==> src/rtl/instr_sequencer.sv <==
`default_nettype none
// ============================================================================
// Module   : instr_sequencer
// Purpose  : Multi-cycle fetch/decode/execute sequencer with gated write pulses
// Revision : 1.0 - initial release
// ============================================================================
module instr_sequencer #(
    parameter int          PC_W    = 8,
    parameter int          IM_LAT  = 1,
    parameter int          DM_LAT  = 1,
    parameter logic [15:0] HALT_OP = 16'hFFFF
) (
    input  logic            clk,
    input  logic            rst_n,
    input  logic            run,
    input  logic            step,
    output logic [PC_W-1:0] im_addr,
    input  logic [15:0]     im_data,
    output logic [15:0]     instr,
    input  logic            cu_rb_we,
    input  logic            cu_dm_we,
    input  logic            cu_seg_we,
    input  logic            cu_led_we,
    input  logic            cu_branch,
    input  logic            branch_cond,
    input  logic [PC_W-1:0] branch_target,
    output logic            rb_we,
    output logic            dm_we,
    output logic            seg_we,
    output logic            led_we,
    output logic [PC_W-1:0] pc,
    output logic [2:0]      state,
    output logic            halted
);

    typedef enum logic [2:0] {
        S_IDLE    = 3'd0,
        S_FETCH   = 3'd1,
        S_WAIT_IM = 3'd2,
        S_DECODE  = 3'd3,
        S_EXECUTE = 3'd4,
        S_MEM     = 3'd5,
        S_WB      = 3'd6,
        S_HALT    = 3'd7
    } state_t;

    localparam logic [2:0] C_IM_LAT = 3'(IM_LAT);
    localparam logic [2:0] C_DM_LAT = 3'(DM_LAT);

    state_t          state_q;
    logic [PC_W-1:0] pc_q;
    logic [PC_W-1:0] pc_d;
    logic [PC_W-1:0] target_q;
    logic [15:0]     instr_q;
    logic [2:0]      cnt_q;
    logic            taken_q;
    logic            oneshot_q;
    logic            halted_q;
    logic            rb_we_q;
    logic            dm_we_q;
    logic            seg_we_q;
    logic            led_we_q;

    assign pc_d = taken_q ? target_q : pc_q + 1'b1;

    // Write pulses are registered so they are set only on the edge entering
    // MEM/WB and cleared by the async reset without waiting for a clock.
    always_ff @(posedge clk or negedge rst_n) begin
        if (!rst_n) begin
            state_q   <= S_IDLE;
            pc_q      <= '0;
            target_q  <= '0;
            instr_q   <= '0;
            cnt_q     <= '0;
            taken_q   <= 1'b0;
            oneshot_q <= 1'b0;
            halted_q  <= 1'b0;
            rb_we_q   <= 1'b0;
            dm_we_q   <= 1'b0;
            seg_we_q  <= 1'b0;
            led_we_q  <= 1'b0;
        end else begin
            rb_we_q  <= 1'b0;
            dm_we_q  <= 1'b0;
            seg_we_q <= 1'b0;
            led_we_q <= 1'b0;
            case (state_q)
                S_IDLE: begin
                    if (run) begin
                        state_q   <= S_FETCH;
                        oneshot_q <= 1'b0;
                    end else if (step) begin
                        state_q   <= S_FETCH;
                        oneshot_q <= 1'b1;
                    end
                end
                S_FETCH: begin
                    cnt_q   <= C_IM_LAT;
                    state_q <= S_WAIT_IM;
                end
                S_WAIT_IM: begin
                    if (cnt_q <= 3'd1) begin
                        instr_q <= im_data;
                        state_q <= S_DECODE;
                    end else begin
                        cnt_q <= cnt_q - 3'd1;
                    end
                end
                S_DECODE: begin
                    if (instr_q == HALT_OP) begin
                        state_q  <= S_HALT;
                        halted_q <= 1'b1;
                    end else begin
                        state_q <= S_EXECUTE;
                    end
                end
                S_EXECUTE: begin
                    taken_q  <= cu_branch & branch_cond;
                    target_q <= branch_target;
                    if (cu_dm_we) begin
                        state_q <= S_MEM;
                        cnt_q   <= C_DM_LAT;
                        dm_we_q <= 1'b1;
                    end else begin
                        state_q  <= S_WB;
                        rb_we_q  <= cu_rb_we;
                        seg_we_q <= cu_seg_we;
                        led_we_q <= cu_led_we;
                    end
                end
                S_MEM: begin
                    if (cnt_q == 3'd0) begin
                        state_q  <= S_WB;
                        rb_we_q  <= cu_rb_we;
                        seg_we_q <= cu_seg_we;
                        led_we_q <= cu_led_we;
                    end else begin
                        cnt_q <= cnt_q - 3'd1;
                    end
                end
                S_WB: begin
                    pc_q <= pc_d;
                    if (run && !oneshot_q) begin
                        state_q <= S_FETCH;
                    end else begin
                        state_q   <= S_IDLE;
                        oneshot_q <= 1'b0;
                    end
                end
                S_HALT: begin
                    state_q <= S_HALT;
                end
            endcase
        end
    end

    assign im_addr = pc_q;
    assign pc      = pc_q;
    assign instr   = instr_q;
    assign state   = state_q;
    assign halted  = halted_q;
    assign rb_we   = rb_we_q;
    assign dm_we   = dm_we_q;
    assign seg_we  = seg_we_q;
    assign led_we  = led_we_q;

endmodule
`default_nettype wire

==> config.mk <==
export PLATFORM = sky130hd
export DESIGN_NAME = instr_sequencer
export DESIGN_NICKNAME = d
export VERILOG_FILES = /design/src/rtl/instr_sequencer.sv
export SDC_FILE = /design/constraint.sdc
export NUM_CORES = 1
export LEC_CHECK = 0
export ABC_CLOCK_PERIOD_IN_PS = 1700
export CORE_ASPECT_RATIO = 0.9
export CORE_MARGIN = 2
export CORE_UTILIZATION = 41
export CTS_CLUSTER_SIZE = 25
export DETAILED_ROUTE_END_ITERATION = 16
export PLACE_DENSITY = 0.77
export SYNTH_ARGS = -nofsm -noshare
export SYNTH_HDL_FRONTEND = slang
export SYNTH_SLANG_ARGS = --single-unit
==> constraint.sdc <==
create_clock -name clk -period 1.7 [get_ports clk]
set_input_delay 0.425 -clock clk [delete_from_list [all_inputs] [get_ports clk]]
set_output_delay 0.425 -clock clk [all_outputs]
set_load 0.05 [all_outputs]
==> impl_metrics.py <==
metrics = {
    "global_routing": {
        "grt_max_degree": 22,
        "grt_antenna_before_repair": 0,
        "gr-usage-all-layers_pct": 17.8,
        "grt_pass1_vias": 1778,
        "overflow": 0,
        "grt_pass1_wl_um": 8220,
    },
    "power": {
        "ir_drop_mv": 1.37,
        "total_power_uw": 7520,
        "p_leak_uw": 0.00149,
        "p_per_area_nw_per_um2": 2200,
    },
    "cts": {
        "clock_latency_ns": 0.29,
        "cts-htree-levels": 2,
        "cts_root_buffer": "clkbuf_8",
        "cts.clk_slew.worst_paths_ns": 0.08,
        "cts_buffers": 5,
        "clockBufferDepth": 2,
        "clock_sinks": 45,
        "cts_tree": "built",
    },
    "route": {
        "wl_per_cell_um": 13.3,
        "num_vias": 1762,
        "finalWirelength_um": 4690,
        "drc": 0,
        "drt-pass1-iter-count": 4,
        "ant_nets": 0,
        "drtIter0Drc": 64,
        "viasPerCell": 4.99,
    },
    "setup_path": {
        "critical_path_buf_inv_count": 2,
        "cp_data_required_time_ns": 1.88,
        "crit_slowest_cell": "dfrtp_2",
        "worstSetupEndpointType": "register",
        "start_kind": "register",
        "crit_fanout": 13,
        "cpPeakStageDelay_ns": 0.49,
        "reg2reg_depth": 5,
        "critPathTopFamily": "flip-flops",
        "crit_path_cell_trace": "nand2b_4 -> nor4_4 -> buf_4 -> clkbuf_16 -> mux2_2",
        "crit_type": "register to register",
        "rr_startpoint": "state[0]",
        "r2r_setup_slack_ns": 0.05,
        "timing.rr.end": "instr[14]",
        "worstPathArrival_ns": 1.83,
    },
    "synth": {
        "ys_seq_area_share_pct": 51.0,
        "avgSynthCellArea_um2": 10.9,
        "ys_seq_elements": 45,
        "yosys_warnings": 0,
        "synth_largest_area_cell": "dfrtp_1",
        "synth_top_area_share_pct": 51.0,
        "synthCells": 202,
        "ys_top_cells_by_area": "dfrtp_1 51%, mux2_2 12%, o21ai_0 3.9%, buf_4 3.1%, a21oi_1 2.7%",
        "syn_nets": 240,
        "synth.distinct_cells": 39,
        "synth_area_um2": 2210,
    },
    "timing": {
        "tightest_slew_ns": 0.647,
        "period_share_pct": 97.3,
        "fmax_mhz": 604,
        "grt_setup_unrepaired": "true",
        "fin_crit_ns": 1.65,
        "final-setup-viol-count": 0,
        "maxSlewViolCount": 0,
        "relSlewSlack_pct": 56.9,
        "finalHoldViolCount": 0,
        "clock_skew_ns": 0.00698,
    },
    "layout": {
        "n_antenna_cell": 0,
        "fin_nets": 323,
        "fill_cells": 400,
        "stdcell_area_um2": 3420,
        "drive_above_1_share_pct": 35.3,
        "area_growth_pct": 54.6,
    },
    "placement": {
        "post-dp-hpwl_um": 3530,
        "place_area_um2": 3280,
        "buffer_ports.inserted": 73,
        "gp_congestion": 0.786,
    },
    "floorplanning": {
        "num_io_pins": 74,
        "die_w_um": 81.4,
        "die_area_um2": 5990,
        "core_area_um2": 5220,
        "chipHeight_um": 73.6,
        "rows": 25,
        "start_util_pct": 42.3,
    },
    "status": {
        "status": "completed",
    },
    "flow_run": {
        "cap_violations": 0,
    },
    "min_path": {
        "hold_class": "primary input to asynchronous set/reset pin",
    },
}
## layer usage
metal | up-vias | track usage, % | part of all wire [%]
li1 | 879 | - | -
met1 | 818 | 22.7 | 43
met2 | 59 | 28.4 | 47
met3 | 6 | 5.77 | 8.4
met4 | 0 | 6.40 | 1.4
met5 | - | 0 | 0
## kinds of logic after synthesis
group / count (synthesis) / share of synthesized area (%)
compound gates: 42 / 11.1
flops: 45 / 51.0
buf+inv: 23 / 6.28
mux: 27 / 13.8
fa+ha+maj: 4 / 2.27
simple gates: 61 / 15.6
## layout make-up
type / instances / area, µm² / area share (%)
repair buffers: 93 / 1130 / 33.2
flip-flops and latches: 45 / 1130 / 33.1
multi-input cells: 134 / 963 / 28.2
well taps: 67 / 83.8 / 2.45
clock buffers: 6 / 72.6 / 2.12
inverters: 6 / 22.5 / 0.659
clock inverters: 2 / 10.0 / 0.293
## worst max-delay path by stage
stage,cells after the start,end,start,slack [ns]
detailed placement,5,cnt_q[2],cu_dm_we,-0.23
global placement,5,cnt_q[2],cu_dm_we,-0.22
CTS,6,instr[14],cnt_q[1],-0.007
finish,5,instr[14],state[0],0.05
global route,7,instr[14],cnt_q[1],-0.04
floorplan,5,instr[10],state[0],-0.08
## where the power goes
part           total [µW]  internal (µW)  leakage [µW]  switching (µW)
clock                 619            285     0.0000450             334
combinational        4710           2300      0.000896            2410
sequential           2190           1560      0.000548             628
total                7520           4150       0.00149            3370
## cell usage in the layout, fill, tap and decap left out, types with 3 or more instances in the layout
cell type and count:
a21oi_1 12, a31oi_1 4, and2_1 5, buf_12 27, buf_4 31, clkbuf_8 5, clkdlybuf4s50_1 32, dfrtp_1 42
dfrtp_2 3, ha_1 3, inv_1 5, mux2_2 23, nand2_1 12, nand2b_1 3, nand3_1 7, nand4_1 3
nor2_1 9, nor2b_1 4, nor3_1 7, o21ai_0 17
## state kept, by name (all words and copies together), names as in the netlist, named ones only
register	flops
instr	16
im_addr	8
target_q	8
cnt_q	3
state	2
dm_we	1
halted	1
led_we	1
oneshot_q	1
rb_we	1
seg_we	1
taken_q	1
## repair_timing
action	CTS	global route
endpoints found under the setup margin	17	19
buffers inserted	2	1
endpoints found under the hold margin	0	0
gates resized for setup	5	1
pin swaps	2	0
hold buffers	0	0
cloned	1	0
## synth_stat cells
library cell,number
buf_6,2
a22o_1,1
o21bai_1,1
a31oi_1,4
nand2b_1,3
dfrtp_1,45
nand3_1,7
inv_1,6
nand2b_4,1
a21o_1,1
and3_1,1
clkbuf_1,3
a21oi_1,12
mux2_2,23
nor2_1,9
a211oi_1,1
or3b_2,1
nand4_1,3
a21bo_1,1
a311o_1,1
nor2b_1,4
nand3b_1,2
ha_1,4
mux2i_1,2
nor3_1,7
and2_1,5
mux2_4,1
mux2_1,1
nor3b_1,2
nor4b_1,1
buf_4,9
nor4_1,2
nor4_4,1
nand2_1,12
o21ba_2,1
a22oi_1,1
buf_2,3
o21ai_0,17
o22ai_1,1
## per-stage QoR
stage	setup WS [ns]	hold slack, ns	utilization, %	TNS [ns]	std cells
after global routing	-0.0440	0.0433	65.4	-0.355	353
final	0.0456	0.0248	65.4	0	353
after CTS	-0.00679	0.0293	65.8	-0.0225	353
after detailed placement	-0.234	0.356	62.9	-0.427	342
after global placement	-0.218	0.352	62.9	-0.285	342
after floorplan	-0.0812	0.129	-	-0.808	202
No activity file was read; power rests on OpenSTA's default activity.
